===== src/rtl/frame_mode_sequencer.sv =====
// Frame-level mode sequencer: commits display-mode changes only between frames and
// runs the clear / collect / apply cycle that the statistics-based modes need.
module frame_mode_sequencer #(
  parameter int                MODE_W       = 18,
  parameter logic [MODE_W-1:0] STATS_MASK   = 18'h00198,
  parameter int                CLEAR_CYCLES = 256
) (
  input  logic              CCD_PIXCLK,
  input  logic              iRst_n,
  input  logic [MODE_W-1:0] iDisplaySelect,
  input  logic              iFval,
  output logic [MODE_W-1:0] oMode,
  output logic              oStatsCollect,
  output logic              oStatsApply,
  output logic              oClrWe,
  output logic [7:0]        oClrAddr,
  output logic              oBusy,
  output logic              oFrameDone,
  output logic [15:0]       oFrameCnt,
  output logic              oInvalidSel
);

  localparam logic [7:0]        CLR_LAST = 8'(CLEAR_CYCLES - 1);
  localparam logic [MODE_W-1:0] ONE      = {{(MODE_W-1){1'b0}}, 1'b1};

  typedef enum logic [1:0] {BLANK, CLEAR, WAIT_LOW, ACTIVE} state_t;
  typedef enum logic [1:0] {PLAIN, COLLECT, APPLY} phase_t;

  state_t            state;
  phase_t            phase;
  logic [7:0]        clr_cnt;
  logic [MODE_W-1:0] sel_m;
  logic [MODE_W-1:0] sel_s;
  logic              fval_q;
  logic              fval_d;

  logic rise;
  logic fall;
  logic legal;
  logic pending;
  logic sel_stats;

  assign rise      = ~fval_d & fval_q;
  assign fall      = fval_d & ~fval_q;
  // At most one bit set: clearing the lowest set bit leaves nothing.
  assign legal     = ((sel_s & (sel_s - ONE)) == '0);
  assign pending   = legal && (sel_s != oMode);
  assign sel_stats = |(sel_s & STATS_MASK);

  always_ff @(posedge CCD_PIXCLK or negedge iRst_n) begin
    if (!iRst_n) begin
      sel_m  <= '0;
      sel_s  <= '0;
      fval_q <= 1'b0;
      fval_d <= 1'b0;
    end else begin
      sel_m  <= iDisplaySelect;
      sel_s  <= sel_m;
      fval_q <= iFval;
      fval_d <= fval_q;
    end
  end

  always_ff @(posedge CCD_PIXCLK or negedge iRst_n) begin
    if (!iRst_n) begin
      state         <= BLANK;
      phase         <= PLAIN;
      clr_cnt       <= '0;
      oMode         <= '0;
      oStatsCollect <= 1'b0;
      oStatsApply   <= 1'b0;
      oClrWe        <= 1'b0;
      oClrAddr      <= '0;
      oBusy         <= 1'b0;
      oFrameDone    <= 1'b0;
      oFrameCnt     <= '0;
      oInvalidSel   <= 1'b0;
    end else begin
      // Outputs trail the state by one register so every iFval edge reaches the datapath in 3 cycles.
      oStatsCollect <= (state == ACTIVE) && (phase == COLLECT);
      oStatsApply   <= (state == ACTIVE) && (phase == APPLY);
      oClrWe        <= (state == CLEAR);
      oClrAddr      <= clr_cnt;
      oBusy         <= (state == CLEAR) || (state == WAIT_LOW);
      oFrameDone    <= fall;
      oInvalidSel   <= ~legal;
      if (fall) oFrameCnt <= oFrameCnt + 16'd1;

      case (state)
        BLANK: begin
          if (pending) begin
            oMode <= sel_s;
            if (sel_stats) begin
              state   <= CLEAR;
              clr_cnt <= '0;
            end else begin
              phase <= PLAIN;
              // A frame starting on the commit cycle is sat out rather than half-processed.
              if (fval_q) state <= WAIT_LOW;
            end
          end else if (fval_q) begin
            state <= rise ? ACTIVE : WAIT_LOW;
          end
        end
        CLEAR: begin
          if (clr_cnt == CLR_LAST) begin
            phase <= COLLECT;
            state <= fval_q ? WAIT_LOW : BLANK;
          end else begin
            clr_cnt <= clr_cnt + 8'd1;
          end
        end
        WAIT_LOW: begin
          if (!fval_q) state <= BLANK;
        end
        ACTIVE: begin
          if (!fval_q) begin
            case (phase)
              COLLECT: begin
                phase <= APPLY;
                state <= BLANK;
              end
              APPLY: begin
                state   <= CLEAR;
                clr_cnt <= '0;
              end
              default: state <= BLANK;
            endcase
          end
        end
        default: state <= BLANK;
      endcase
    end
  end

endmodule


===== config.mk =====
export PLATFORM = sky130hd
export DESIGN_NAME = frame_mode_sequencer
export DESIGN_NICKNAME = d
export VERILOG_FILES = /design/src/rtl/frame_mode_sequencer.sv
export SDC_FILE = /design/constraint.sdc
export NUM_CORES = 1
export LEC_CHECK = 0
export ABC_CLOCK_PERIOD_IN_PS = 2700
export BUFFER_PORTS_ARGS = -buffer_cell sky130_fd_sc_hd__buf_2
export CAP_MARGIN = 10
export CORE_UTILIZATION = 50
export CTS_CLUSTER_SIZE = 10
export DETAILED_ROUTE_END_ITERATION = 12
export GPL_ROUTABILITY_DRIVEN = 0
export PLACE_DENSITY = 0.79
export SYNTH_ARGS = -nofsm -noshare
export SYNTH_HDL_FRONTEND = slang
export SYNTH_SLANG_ARGS = --single-unit
export TNS_END_PERCENT = 10

===== constraint.sdc =====
create_clock -name CCD_PIXCLK -period 2.7 [get_ports CCD_PIXCLK]
set_input_delay 0 -clock CCD_PIXCLK [delete_from_list [all_inputs] [get_ports CCD_PIXCLK]]
set_output_delay 0 -clock CCD_PIXCLK [all_outputs]
set_load 0.1 [all_outputs]

==> impl_results.md <==
- Status: finished with violations
- Failing checks: negative setup slack
- Global-route wire length before repair: between 10000 and 15000 um
- DR vias: roughly 2800
- Distinct cells, synth: 50
- Worst-Margin Slew: 0.814 ns
- Most frequent cells in the layout: dfrtp_1, buf_2, buf_4, xor2_1, dlygate4sd3_1
- TritonCTS buffer count: 9
- Max Cap Viol: 0
- Drt first pass iters: 4
- Core ar.: 7690 um2
- Pwr/cell area: 773 nW/um2
- Final global-route overflow total: 0
- Fin crit share: 105%
- Critical Path RT: 2.95 ns
- WL/cell: 15.2 um
- Die ar.: a little over 8000 um2
- Ys Warns: 0
- Die Height: just over 90 um
- Largest net degree at the start of global routing: 53
- Worst-path maximum fanout: 9
- Area grow syn2layout: 31.4%
- Post-layout worst setup margin: -0.125 ns
- Final WL: between 8000 and 9000 um
- Chip Width: between 90 and 100 um
- #FFs+latches synth: between 90 and 100
- Share of layout cells above drive strength 1: about 37%
- Max-slew headroom: a little under half
- # DRC: 0
- Clock buffer depth: 2
- DR vias/cell: 5.24
- Tightest Hold Check Type: in2async
- Crit path launch: sel_s[3]$_DFF_PN0_
- Clock transition at path regs: about 0.090 ns
- Number of nets still failing antenna checks after routing: 0
- WS Path Type: reg2reg
- Syn Inst Count: 306
- Min Hold Slack: roughly 0.20 ns
- Total Routing Usage GR: between 20% and 30%
- CTS root buffer: clkbuf_8
- R2R depth: 8
- Synthesized cell area: ~4000 um2
- Endpoints failing setup: 22
- FP Rows: 32
- CP arrival: just over 3 ns
- Mapped Nets: approximately 330
- Max-slew violation count: 0
- Leakage: between 2 and 3 nW
- Crit. End Element: flop
- Htree depth: 3
- Syn avg cell area: about 13 um2
- Clk_lat worst skew: roughly 0.36 ns
- Sequential fraction of the synthesis area: between 60% and 70%
- DP Wirelength: ~5400 um
- Antenna fix cells: 0
- Commonest non-fill, non-tap cell in the layout: dfrtp_1
- R2R Path End: oMode[6]$_DFFE_PN0P_
- Most used DFF post-synth: dfrtp_1
- Reg-to-reg setup timing slack: -0.12 ns
- R2R Path Start: sel_s[3]$_DFF_PN0_
- Worst Setup Start Kind: flop
- Layout net count: approximately 460
- Unrepaired setup endpoints after global routing: yes
- Ys async rst share: 100%
- Initial Utilization: between 50 and 60%
- Post-Route Setup TNS: -1.94 ns
- Post-synth EDFFs: 0
- Clk_skew: ~0.011 ns
- TritonCTS Sinks: slightly below 100
- VDD IR max: around 530 uV
- Number of buffers added on ports: 68
- Fin crit period: about 2.8 ns
- CTS tree: yes
- Fin util: ~68%
- Vias in the first global route: approximately 2700
- Top Ports: 69
- Final hold vios: 0
- Maximum operating frequency: roughly 0.35 GHz
- DR iter-0 viols: between 100 and 150
- Initial antenna violation count: 0
==> cells in the mapped netlist, types with 5 or more instances <==
cell	instances	area share, %
ha_1	7	2.2
dfrtp_1	98	62
nor2_1	17	1.6
xnor2_1	13	2.9
nand2_1	19	1.8
nor4_1	10	1.6
nand3_1	10	1.3
o2bb2ai_1	5	1.1
and3_1	6	0.95
mux2_1	11	3.1
mux2_2	10	2.8
inv_1	11	1.0
or2_2	7	1.1
xor2_1	20	4.4
==> power breakdown <==
group          switching [mW]  internal [mW]  leakage (nW)
Clock                   0.499          0.621         0.121
Sequential             0.0980           1.58          1.24
Combinational           0.869          0.361          1.16
Total                    1.47           2.56          2.53
==> logic make-up (layout without fill, tap and decap cells) <==
kind of cell | Yosys count | count (layout) | synth area share [%]
compound gates | 38 | 38 | 7.70
simple gates | 91 | 91 | 12.7
fa+ha+maj | 8 | 8 | 2.46
mux | 22 | 22 | 6.22
flops | 98 | 98 | 61.8
buf+inv | 16 | 143 | 1.83
xor+xnor | 33 | 33 | 7.29
==> state kept, by name, indices dropped and copies added, names as in the netlist, 2 cells and up <==
signal / count
phase: 2
clr_cnt: 8
sel_s: 18
state: 2
sel_m: 18
oClrAddr: 8
oMode: 18
oFrameCnt: 16
==> per-layer routing <==
| layer | track usage (%) | routed length, um |
|---|---|---|
| met1 | 26.8 | 3560 |
| met3 | 4.94 | 403 |
| met5 | 0 | 0 |
| met2 | 33.0 | 4020 |
| met4 | 7.14 | 140 |
==> how the worst max path moves through the flow <==
stage / endpoint
2_1_floorplan: oMode[8]$_DFFE_PN0P_
3_3_place_gp: state[0]$_DFFE_PN0P_
3_5_place_dp: state[0]$_DFFE_PN0P_
4_1_cts: phase[1]$_DFFE_PN0P_
5_1_grt: oMode[6]$_DFFE_PN0P_
6_report: oMode[6]$_DFFE_PN0P_
==> what timing repair did <==
action,in CTS,in global routing
gates resized for setup,9,10
cloned,0,2
setup endpoints to repair,29,30
pin swaps,3,8
setup buffers,1,1
endpoints found under the hold margin,69,0
hold buffers,20,0
==> cell type report <==
class	instances	area (um2)
clock buffers	10	128
repair buffers	116	800
multi-input cells	192	1540
fillers	604	2480
well taps	102	128
clock inverters	6	113
inverters	11	41.3
flip-flops and latches	98	2460
==> through the flow <==
| step | std cells | area, um2 | worst slack (ns) | total power, mW |
|---|---|---|---|---|
| global route | 535 | 5210 | -0.238 | 4.21 |
| global placement | 495 | 4620 | -0.0494 | 2.81 |
| detailed placement | 495 | 4620 | -0.155 | 2.84 |
| floorplan | 306 | 3990 | -0.0351 | 2.57 |
| CTS | 532 | 5120 | -0.100 | 4.05 |
| finish | 535 | 5210 | -0.125 | 4.03 |
==> worst max-delay path, cell delays in order (launching register included) <==
cell and delay, ns:
dfrtp_1 0.41, or3_4 0.43, o41ai_2 0.34, a211oi_1 0.12
a211o_1 0.34, or3_4 0.44, nor2_8 0.15, buf_12 0.14
mux2_2 0.34
No activity file was read; power rests on OpenSTA's default activity.
